[config.mk]
export PLATFORM = sky130hd
export DESIGN_NAME = func_vector_sequencer_flat
export DESIGN_NICKNAME = d
export VERILOG_FILES = /design/src/rtl/func_vector_sequencer_if.sv /design/src/rtl/func_vector_sequencer.sv /design/src/flat_wrapper.sv
export SDC_FILE = /design/constraint.sdc
export NUM_CORES = 1
export LEC_CHECK = 0
export ABC_AREA = 1
export BUFFER_PORTS_ARGS = -buffer_cell sky130_fd_sc_hd__buf_2
export CORE_ASPECT_RATIO = 1.5
export CORE_MARGIN = 5
export CORE_UTILIZATION = 45
export CTS_CLUSTER_SIZE = 28
export DETAILED_ROUTE_END_ITERATION = 8
export PLACE_DENSITY = 0.66
export SYNTH_ARGS = -nofsm -noshare
export SYNTH_HDL_FRONTEND = slang
export SYNTH_SLANG_ARGS = --single-unit
[constraint.sdc]
create_clock -name clk -period 1.6 [get_ports clk]
set_clock_uncertainty 0.05 [all_clocks]
set_input_delay 0.08 -clock clk [delete_from_list [all_inputs] [get_ports clk]]
set_output_delay 0.08 -clock clk [all_outputs]
set_load 0.01 [all_outputs]
[src/rtl/func_vector_sequencer_if.sv]
// Stimulus/response bundle between the vector sequencer and the block under test.
// The slave side is the sequencer; the master side issues runs and returns y/z.
interface func_vector_sequencer_if;
  logic       start;
  logic       abort;
  logic       a, b, c, d;
  logic       y, z;
  logic       busy;
  logic       done;
  logic       pass;
  logic [4:0] err_count;
  logic       fail_valid;
  logic [3:0] first_fail_idx;

  modport slave (
    input  start, abort, y, z,
    output a, b, c, d, busy, done, pass, err_count, fail_valid, first_fail_idx
  );

  modport master (
    output start, abort, y, z,
    input  a, b, c, d, busy, done, pass, err_count, fail_valid, first_fail_idx
  );
endinterface

[src/rtl/func_vector_sequencer.sv]
// Exhaustive self-check for a 4-input combinational block: sweeps all 16 input
// patterns, holds each HOLD_CYCLES clocks, compares y/z with expected tables.
module func_vector_sequencer #(
  parameter int          HOLD_CYCLES = 4,
  parameter logic [15:0] EXP_Y       = 16'h0000,
  parameter logic [15:0] EXP_Z       = 16'h0000
) (
  input  logic                   clk,
  input  logic                   rst_n,
  func_vector_sequencer_if.slave bus
);
  typedef enum logic [1:0] {IDLE, DRIVE, DONE} state_t;

  localparam logic [7:0] LAST_HOLD = 8'(HOLD_CYCLES - 1);

  state_t     state_q, state_d;
  logic [3:0] idx_q, idx_d;
  logic [7:0] hold_q, hold_d;
  logic [4:0] err_q, err_d;
  logic       fv_q, fv_d;
  logic [3:0] ffi_q, ffi_d;
  logic       pass_q, pass_d;
  logic       mismatch;

  assign mismatch = (bus.y != EXP_Y[idx_q]) || (bus.z != EXP_Z[idx_q]);

  always_ff @(posedge clk or negedge rst_n) begin
    if (!rst_n) begin
      state_q <= IDLE;
      idx_q   <= '0;
      hold_q  <= '0;
      err_q   <= '0;
      fv_q    <= 1'b0;
      ffi_q   <= '0;
      pass_q  <= 1'b0;
    end else begin
      state_q <= state_d;
      idx_q   <= idx_d;
      hold_q  <= hold_d;
      err_q   <= err_d;
      fv_q    <= fv_d;
      ffi_q   <= ffi_d;
      pass_q  <= pass_d;
    end
  end

  always_comb begin
    state_d = state_q;
    idx_d   = idx_q;
    hold_d  = hold_q;
    err_d   = err_q;
    fv_d    = fv_q;
    ffi_d   = ffi_q;
    pass_d  = pass_q;
    case (state_q)
      IDLE: begin
        // start wins over a simultaneous abort here; abort only matters in DRIVE
        if (bus.start) begin
          state_d = DRIVE;
          idx_d   = '0;
          hold_d  = '0;
          err_d   = '0;
          fv_d    = 1'b0;
          ffi_d   = '0;
          pass_d  = 1'b0;
        end
      end
      DRIVE: begin
        if (bus.abort) begin
          state_d = IDLE;
          pass_d  = 1'b0;
        end else if (hold_q == LAST_HOLD) begin
          if (mismatch) begin
            err_d = err_q + 5'd1;
            if (!fv_q) begin
              fv_d  = 1'b1;
              ffi_d = idx_q;
            end
          end
          hold_d = '0;
          if (idx_q == 4'd15) begin
            state_d = DONE;
            pass_d  = (err_d == '0);
          end else begin
            idx_d = idx_q + 4'd1;
          end
        end else begin
          hold_d = hold_q + 8'd1;
        end
      end
      DONE:    state_d = IDLE;
      default: state_d = IDLE;
    endcase
  end

  assign {bus.a, bus.b, bus.c, bus.d} = (state_q == DRIVE) ? idx_q : 4'd0;
  assign bus.busy           = (state_q == DRIVE);
  assign bus.done           = (state_q == DONE);
  assign bus.pass           = pass_q;
  assign bus.err_count      = err_q;
  assign bus.fail_valid     = fv_q;
  assign bus.first_fail_idx = ffi_q;
endmodule

[src/flat_wrapper.sv]
// flat-port wrapper written by rule: the top's interface ports become plain ports
module func_vector_sequencer_flat 
#(
  parameter int          HOLD_CYCLES = 4,
  parameter logic [15:0] EXP_Y       = 16'h0000,
  parameter logic [15:0] EXP_Z       = 16'h0000
)
  (clk, rst_n, bus_start, bus_abort, bus_y, bus_z, bus_a, bus_b, bus_c, bus_d, bus_busy, bus_done, bus_pass, bus_err_count, bus_fail_valid, bus_first_fail_idx);
  func_vector_sequencer_if bus_i ();
  input  logic clk;
  input  logic rst_n;
  input wire logic [$bits(bus_i.start)-1:0] bus_start;
  input wire logic [$bits(bus_i.abort)-1:0] bus_abort;
  input wire logic [$bits(bus_i.y)-1:0] bus_y;
  input wire logic [$bits(bus_i.z)-1:0] bus_z;
  output wire logic [$bits(bus_i.a)-1:0] bus_a;
  output wire logic [$bits(bus_i.b)-1:0] bus_b;
  output wire logic [$bits(bus_i.c)-1:0] bus_c;
  output wire logic [$bits(bus_i.d)-1:0] bus_d;
  output wire logic [$bits(bus_i.busy)-1:0] bus_busy;
  output wire logic [$bits(bus_i.done)-1:0] bus_done;
  output wire logic [$bits(bus_i.pass)-1:0] bus_pass;
  output wire logic [$bits(bus_i.err_count)-1:0] bus_err_count;
  output wire logic [$bits(bus_i.fail_valid)-1:0] bus_fail_valid;
  output wire logic [$bits(bus_i.first_fail_idx)-1:0] bus_first_fail_idx;
  assign bus_i.start = bus_start;
  assign bus_i.abort = bus_abort;
  assign bus_i.y = bus_y;
  assign bus_i.z = bus_z;
  assign bus_a = bus_i.a;
  assign bus_b = bus_i.b;
  assign bus_c = bus_i.c;
  assign bus_d = bus_i.d;
  assign bus_busy = bus_i.busy;
  assign bus_done = bus_i.done;
  assign bus_pass = bus_i.pass;
  assign bus_err_count = bus_i.err_count;
  assign bus_fail_valid = bus_i.fail_valid;
  assign bus_first_fail_idx = bus_i.first_fail_idx;
  func_vector_sequencer #(.HOLD_CYCLES(HOLD_CYCLES), .EXP_Y(EXP_Y), .EXP_Z(EXP_Z)) u_core (.clk(clk), .rst_n(rst_n), .bus(bus_i));
endmodule
==> metrics.txt, run 1 <==
# TYPE chip_impl_metric gauge
chip_impl_metric{name="worst-endpoint-required",unit="ns"} 1.71
chip_impl_metric{name="timing.max_slew.rel_slack",unit="%"} 63.50
chip_impl_metric{name="design.portCount",unit=""} 23
chip_impl_metric{name="gp_weighted_congestion",unit=""} 0.7887
chip_impl_metric{name="first_global_vias",unit=""} 1343
chip_impl_metric{name="period_minus_slack",unit="ns"} 1.521
chip_impl_metric{name="ant_nets",unit=""} 0
chip_impl_metric{name="remaining_routing_drc_violations",unit=""} 0
chip_impl_info{name="layout_common_cells",value="nand2_1, dfrtp_1, buf_2, nor2_1, inv_1"} 1
chip_impl_metric{name="place_worst_setup_slack",unit="ns"} 0.03923
chip_impl_metric{name="routedWlPerCell",unit="um"} 12.79
chip_impl_metric{name="synthesis.nets",unit=""} 193
chip_impl_metric{name="final-max-slew-violation-count",unit=""} 0
chip_impl_metric{name="largest_net_degree_at_the_start_of_global_routing",unit=""} 26
chip_impl_metric{name="die_area",unit="um2"} 4648
chip_impl_metric{name="h-tree-depth",unit=""} 1
chip_impl_info{name="timing.hold.worst.class",value="input port to flip-flop"} 1
chip_impl_metric{name="synth_cells",unit=""} 184
chip_impl_metric{name="synthesis.area",unit="um2"} 1514
chip_impl_metric{name="postRouteWirelength",unit="mm"} 3.338
chip_impl_info{name="yosys-top-cells-area",value="dfrtp_1, nand2_1, nor2_1"} 1
chip_impl_metric{name="gr-usage-all-layers",unit="%"} 15.46
chip_impl_metric{name="fmaxAchievable",unit="MHz"} 657.3
chip_impl_metric{name="layout-drive-gt1-share",unit="%"} 32.58
chip_impl_metric{name="portBuffers",unit=""} 22
chip_impl_metric{name="worst_ep_arrival_time",unit="ns"} 1.64
chip_impl_metric{name="coreArea",unit="um2"} 3191
chip_impl_metric{name="syn_avg_cell_area",unit="um2"} 8.228
chip_impl_info{name="worst-setup-path-type",value="flip-flop to flip-flop"} 1
chip_impl_metric{name="die_height",unit="um"} 81.04
chip_impl_metric{name="ys_seq_area_share",unit="%"} 41.32
chip_impl_metric{name="antenna_found_initial",unit=""} 0
chip_impl_metric{name="setup-tns-final",unit="ns"} 0
chip_impl_metric{name="clock_insertion_delay_worst_skew",unit="ns"} 0.26
chip_impl_metric{name="drtPass1Iterations",unit=""} 4
chip_impl_metric{name="post-route-period-util",unit="%"} 95.08
chip_impl_metric{name="clock_sinks",unit=""} 25
chip_impl_metric{name="cp_max_fo",unit=""} 8
chip_impl_info{name="category_of_the_worst_setup_path_capture_point",value="flip-flop"} 1
chip_impl_metric{name="drt_iter0_drc",unit=""} 25
chip_impl_metric{name="post_drt_via_cell_ratio",unit=""} 5.207
chip_impl_metric{name="finalCoreUtilization",unit="%"} 57.33
chip_impl_metric{name="initial_core_utilization",unit="%"} 47.45
chip_impl_metric{name="maximum_root_to_sink_buffer_count",unit=""} 2
chip_impl_metric{name="die_w",unit="um"} 57.36
chip_impl_metric{name="globalRouteOverflowTotal",unit=""} 0
chip_impl_metric{name="finish.net_count",unit=""} 231
chip_impl_metric{name="max_cap_violations",unit=""} 0
chip_impl_metric{name="num_antenna_cells",unit=""} 0
chip_impl_metric{name="worst_case_vdd_ir_drop",unit="mV"} 0.8247
chip_impl_info{name="synth_top_cell_by_area",value="dfrtp_1"} 1
chip_impl_metric{name="synth.distinct_cells",unit=""} 30
chip_impl_metric{name="finalSetupViolCount",unit=""} 0
chip_impl_metric{name="grt_first_pass_wirelength",unit="mm"} 5.699
chip_impl_metric{name="postSynthRegisterBits",unit=""} 25
chip_impl_info{name="worstSetupStartpointType",value="flip-flop"} 1
chip_impl_metric{name="pwr_per_cell_area",unit="nW/um2"} 1406
chip_impl_metric{name="vias",unit=""} 1359
chip_impl_metric{name="cellLeakagePower",unit="nW"} 0.9184
chip_impl_info{name="layout_commonest_cell",value="nand2_1"} 1
chip_impl_metric{name="postLayoutSetupSlackWorst",unit="ns"} 0.07872
chip_impl_metric{name="cts.clk_slew.worst_paths",unit="ns"} 0.09
chip_impl_info{name="status",value="finished clean"} 1
chip_impl_metric{name="dp_hpwl",unit="mm"} 2.658
chip_impl_info{name="cts_tree",value="done"} 1
chip_impl_metric{name="ys_warn_count",unit=""} 0
chip_impl_metric{name="area.growth.synth_to_final",unit="%"} 20.83
chip_impl_info{name="buffer_cell_driving_the_clock_tree_root",value="clkbuf_8"} 1
chip_impl_metric{name="tritoncts.num_buffers",unit=""} 3
chip_impl_metric{name="finalHoldViolations",unit=""} 0
chip_impl_metric{name="max_slew.worst_pin.slew",unit="ns"} 0.5475
chip_impl_metric{name="synthDominantCellAreaShare",unit="%"} 41.32
chip_impl_metric{name="rows",unit=""} 25
cell usage after synthesis, drive strengths merged:
cell,n
o22ai,2
xnor2,2
nand3b,1
a21o,1
or2,1
ha,3
inv,22
o21a,1
a21oi,9
nor2,27
clkinv,1
dfrtp,25
nand4,2
and2,1
nand3,16
buf,1
o21ai,13
nor3,5
nand2,51
through the flow:
step                hold WS [ns]  total power (W)  cell area (um2)  instances
finish                   0.09955         0.002572             1829        261
global route              0.1163         0.002774             1829        261
CTS                      0.09346         0.002479             1762        255
detailed placement       0.06006         0.002106             1707        250
global placement         0.04915         0.002067             1707        250
floorplan                -0.2656         0.001743             1514        184
flip-flops by register name, summed over array words and instances (netlist names):
signal	count
u_core.hold_q	8
u_core.bus.err_count	5
u_core.bus.first_fail_idx	4
u_core.idx_q	4
u_core.state_q	2
u_core.bus.fail_valid	1
u_core.bus.pass	1
routing by layer:
metal | routed length [um] | GRT usage [%]
met5 | 0 | 0
met4 | 90 | 7.193
met3 | 149 | 2.703
met2 | 1771 | 29.86
met1 | 1328 | 15.61
cell families (layout without fill, tap and decap cells):
logic type / after synthesis / in the layout / synth area share, %
and+or+nand+nor: 104 / 104 / 36.86
AOI/OAI and AO/OA: 26 / 26 / 11.16
adders and majority gates: 3 / 3 / 2.480
xor gates and xnor gates: 2 / 2 / 1.157
buffers and inverters: 24 / 61 / 7.025
DFF: 25 / 25 / 41.32
what timing repair did:
item,in CTS,in global routing
setup buffers,0,6
resized for setup,0,7
endpoints found under the setup margin,0,7
hold endpoints to repair,25,0
hold buffers,1,0
power by group:
| part | internal, W | switching, W | total, W |
|---|---|---|---|
| clock | 0.000178 | 0.000191 | 0.000369 |
| combinational | 0.000519 | 0.000797 | 0.00132 |
| sequential | 0.000774 | 0.000113 | 0.000887 |
| total | 0.00147 | 0.00110 | 0.00257 |
path summary, 6_finish.rpt:
kind                                           endpoint                    startpoint  slack [ns]  depth (start not counted)
min in group asynchronous              u_core.hold_q[3]                         rst_n        0.28                          2
setup / recovery                        u_core.idx_q[0]              u_core.hold_q[0]        0.08                         10
hold / removal                        u_core.state_q[0]                     bus_start         0.1                          3
hold reg to reg            u_core.bus.first_fail_idx[0]  u_core.bus.first_fail_idx[0]        0.43                          2
max in group asynchronous  u_core.bus.first_fail_idx[1]                         rst_n        0.85                          2
setup reg to reg                        u_core.idx_q[0]              u_core.hold_q[0]        0.08                         10
critical path, stage by stage (launching register included):
cell      delay, ns
dfrtp_1        0.39
ha_2           0.21
nand2_1        0.07
nor2_2         0.12
nand3_2        0.11
nand2_4        0.12
nand2_8        0.08
clkinv_8       0.08
nand2_8        0.07
nand2_1        0.08
o21ai_2        0.05
area by class of cell:
cell class              count  area (um2)
clock buffers               4       45.04
fillers                   312        1361
inverters                  23       101.3
multi-input cells         135       804.5
flip-flops and latches     25       625.6
well taps                  40       50.05
repair buffers             34       202.7
Note: power is estimated with default switching activity, not from simulation.
==> inputs of run 2 (changes only) <==
--- a/config.mk
+++ b/config.mk
@@ -13,6 +13,7 @@
 export CTS_CLUSTER_SIZE = 28
 export DETAILED_ROUTE_END_ITERATION = 8
 export PLACE_DENSITY = 0.66
+export SLEW_MARGIN = 40
 export SYNTH_ARGS = -nofsm -noshare
 export SYNTH_HDL_FRONTEND = slang
 export SYNTH_SLANG_ARGS = --single-unit
==> constraint.sdc (replaced) <==
create_clock -name clk -period 1.6 [get_ports clk]
set_clock_uncertainty 0.05 [all_clocks]
set_input_delay 0.32 -clock clk [delete_from_list [all_inputs] [get_ports clk]]
set_output_delay 0.32 -clock clk [all_outputs]
set_load 0.01 [all_outputs]
==> run 2 against run 1 <==
  * The run now ends with hold timing left
  * Sequential share of layout area shrank 1.1 points
  * Design area grew 3.7%
  * Critical endpoint is now bus_c
  * Core utilization grew 2.1 points
  * Highest routed layer unchanged
  * Power grew 5.4%
  * Die area is the same
  * Final cell count grew 1.9%
==> metrics.txt, run 2 (synthesis results as in run 1) <==
# TYPE chip_impl_metric gauge
chip_impl_metric{name="finalHoldViolations",unit=""} 24
chip_impl_info{name="status",value="complete, but fails checks"} 1
chip_impl_info{name="layout_commonest_cell",value="nand2_1"} 1
chip_impl_metric{name="initial_core_utilization",unit="%"} 47.45
chip_impl_metric{name="tritoncts.num_buffers",unit=""} 3
chip_impl_metric{name="pwr_per_cell_area",unit="nW/um2"} 1430
chip_impl_metric{name="design.portCount",unit=""} 23
chip_impl_metric{name="gp_weighted_congestion",unit=""} 0.7931
chip_impl_metric{name="coreArea",unit="um2"} 3191
chip_impl_metric{name="power.total",unit="W"} 0.002712
chip_impl_metric{name="max_cap_violations",unit=""} 0
chip_impl_metric{name="place_worst_setup_slack",unit="ns"} 0.02342
chip_impl_metric{name="setup-tns-final",unit="ns"} 0
chip_impl_metric{name="post_drt_via_cell_ratio",unit=""} 5.184
chip_impl_info{name="failed_checks",value="hold timing"} 1
chip_impl_metric{name="max_slew.worst_pin.slew",unit="ns"} 0.5727
chip_impl_metric{name="antenna_found_initial",unit=""} 0
chip_impl_info{name="critical_path.top_delay_family",value="flip-flops"} 1
chip_impl_metric{name="num_antenna_cells",unit=""} 0
chip_impl_metric{name="cts.hold.buffers_added",unit=""} 0
chip_impl_metric{name="worst_case_vdd_ir_drop",unit="mV"} 0.7373
chip_impl_metric{name="postRouteWirelength",unit="mm"} 3.483
chip_impl_metric{name="globalRouteOverflowTotal",unit=""} 0
chip_impl_metric{name="clock_sinks",unit=""} 25
chip_impl_metric{name="register_area",unit="um2"} 628.1
chip_impl_metric{name="gr-usage-all-layers",unit="%"} 15.34
chip_impl_metric{name="wl_on_met1",unit="mm"} 1.348
chip_impl_metric{name="layout-drive-gt1-share",unit="%"} 37.61
chip_impl_metric{name="cts.clk_slew.worst_paths",unit="ns"} 0.08
chip_impl_metric{name="largest_register_ffs",unit=""} 8
chip_impl_info{name="setup_repair_after_global_routing_missed_its_margin",value="true"} 1
chip_impl_metric{name="dp_hpwl",unit="mm"} 2.613
chip_impl_metric{name="max_stage_delay",unit="ns"} 0.40
chip_impl_metric{name="dr_wl_met3",unit="um"} 150
chip_impl_info{name="layout_common_cells",value="nand2_1, dfrtp_1, buf_2, inv_1, nor2_1"} 1
chip_impl_metric{name="rows",unit=""} 25
chip_impl_info{name="reg2reg_launch_point",value="u_core.hold_q[0]"} 1
chip_impl_metric{name="final-max-slew-violation-count",unit=""} 0
chip_impl_metric{name="die_area",unit="um2"} 4648
chip_impl_info{name="category_of_the_worst_setup_path_capture_point",value="output port"} 1
chip_impl_metric{name="portBuffers",unit=""} 22
chip_impl_metric{name="share_comb_of_total_power",unit="%"} 52.9
chip_impl_metric{name="area.growth.synth_to_final",unit="%"} 25.29
chip_impl_metric{name="final_cell_count_no_fill",unit=""} 266
chip_impl_metric{name="die_w",unit="um"} 57.36
chip_impl_info{name="series_of_cell_instances_along_the_critical_path",value="inv_2 -> nand2_8 -> inv_6 -> nand2_1 -> inv_1 -> buf_2"} 1
chip_impl_metric{name="period_minus_slack",unit="ns"} 1.576
chip_impl_metric{name="fillerInstances",unit=""} 326
chip_impl_metric{name="r2r_setup_slack",unit="ns"} 0.05
chip_impl_metric{name="finalSetupViolCount",unit=""} 0
chip_impl_metric{name="grt_first_pass_wirelength",unit="mm"} 5.658
chip_impl_metric{name="postLayoutSetupSlackWorst",unit="ns"} 0.02412
chip_impl_metric{name="cellLeakagePower",unit="nW"} 0.9362
chip_impl_metric{name="drtPass1Iterations",unit=""} 4
chip_impl_metric{name="final.hold.worst_slack",unit="ns"} -0.01720
chip_impl_metric{name="internal",unit="W"} 0.001545
chip_impl_info{name="crit-reg2reg-capture",value="u_core.idx_q[3]"} 1
chip_impl_metric{name="h-tree-depth",unit=""} 1
chip_impl_info{name="worst-setup-path-type",value="flip-flop to output port"} 1
chip_impl_info{name="cp_slowest_cell",value="dfrtp_1"} 1
chip_impl_metric{name="vias",unit=""} 1379
chip_impl_metric{name="largest_net_degree_at_the_start_of_global_routing",unit=""} 26
chip_impl_metric{name="route.met2.wl",unit="mm"} 1.887
chip_impl_metric{name="fmaxAchievable",unit="MHz"} 634.6
chip_impl_metric{name="p_clk_share",unit="%"} 13.8
chip_impl_metric{name="clock_insertion_delay_worst_skew",unit="ns"} 0.27
chip_impl_info{name="highest_layer",value="met4"} 1
chip_impl_info{name="cts_tree",value="done"} 1
chip_impl_metric{name="power.share.sequential",unit="%"} 33.2
chip_impl_metric{name="net-switching-power",unit="W"} 0.001167
chip_impl_metric{name="first_global_vias",unit=""} 1365
chip_impl_metric{name="drt_iter0_drc",unit=""} 29
chip_impl_metric{name="rr_worst_depth",unit=""} 10
chip_impl_info{name="timing.hold.worst.class",value="input port to asynchronous set/reset pin"} 1
chip_impl_metric{name="timing.max_slew.rel_slack",unit="%"} 61.82
chip_impl_metric{name="finalCoreUtilization",unit="%"} 59.45
chip_impl_metric{name="routedWlPerCell",unit="um"} 13.09
chip_impl_metric{name="cp_max_fo",unit=""} 7
chip_impl_metric{name="ant_nets",unit=""} 0
chip_impl_info{name="worstSetupStartpointType",value="flip-flop"} 1
chip_impl_info{name="buffer_cell_driving_the_clock_tree_root",value="clkbuf_8"} 1
chip_impl_metric{name="finish.net_count",unit=""} 236
chip_impl_metric{name="worst-endpoint-required",unit="ns"} 1.23
chip_impl_metric{name="netSwitchingFraction",unit="%"} 43.02
chip_impl_metric{name="maximum_root_to_sink_buffer_count",unit=""} 2
chip_impl_metric{name="die_height",unit="um"} 81.04
chip_impl_metric{name="path_buf_inv",unit=""} 4
chip_impl_metric{name="post-route-period-util",unit="%"} 98.49
chip_impl_metric{name="worst_ep_arrival_time",unit="ns"} 1.21
chip_impl_metric{name="dp.cells",unit=""} 251
chip_impl_info{name="largest-register",value="u_core.hold_q"} 1
chip_impl_metric{name="remaining_routing_drc_violations",unit=""} 0
chip_impl_metric{name="multi_input_comb_area",unit="um2"} 837.1
-- run 2: changes by cell type in the layout (fill, tap and decap cells not counted), sizes merged --
cell and change:
buf +5, dlygate4sd3 -1, nand2 +1
-- run 2: cell type report --
cell class                      instances  area share, %
Multi-Input combinational cell        136          44.13
Sequential cell                        25          33.11
Timing Repair Buffer                   38          12.14
Inverter                               23          5.607
Tap cell                               40          2.639
Clock buffer                            4          2.375
-- run 2: how the worst max path moves through the flow --
stage,start,to,slack [ns],cells past startpoint
after floorplan,u_core.hold_q[0],u_core.idx_q[2],0.16,10
after global placement,u_core.hold_q[0],u_core.idx_q[2],0.1,10
after detailed placement,u_core.hold_q[0],u_core.idx_q[0],0.02,10
after CTS,u_core.hold_q[0],u_core.idx_q[2],0.01,10
after global routing,u_core.state_q[0],u_core.hold_q[6],-0.05,6
final,u_core.state_q[1],bus_c,0.02,6
-- run 2: timing repair --
action / in CTS / in global routing
setup endpoints to repair: 1 / 13
resized for setup: 2 / 15
setup buffers: 2 / 8
gates cloned: 0 / 1
pin swaps: 0 / 6
-- run 2: stage by stage --
stage,area [um2],hold WS (ns)
2_1_floorplan,1514,-0.02559
3_3_place_gp,1714,0.2981
3_5_place_dp,1714,0.2968
4_1_cts,1779,0.0007378
5_1_grt,1897,0.03416
6_report,1897,-0.01720
-- run 2: power by group through the flow --
stage	clock network (W)	registers, W	logic (W)
2_1_floorplan	0	0.000936	0.000807
3_3_place_gp	0	0.000892	0.00119
3_5_place_dp	0	0.000900	0.00122
4_1_cts	0.000382	0.000889	0.00126
5_1_grt	0.000408	0.000925	0.00158
6_report	0.000375	0.000901	0.00144
-- run 2: layer usage --
metal / global-route usage, % / vias to the layer above
li1: - / 680
met1: 16.75 / 648
met2: 28.73 / 42
met3: 1.113 / 9
met4: 8.353 / 0
met5: 0 / -
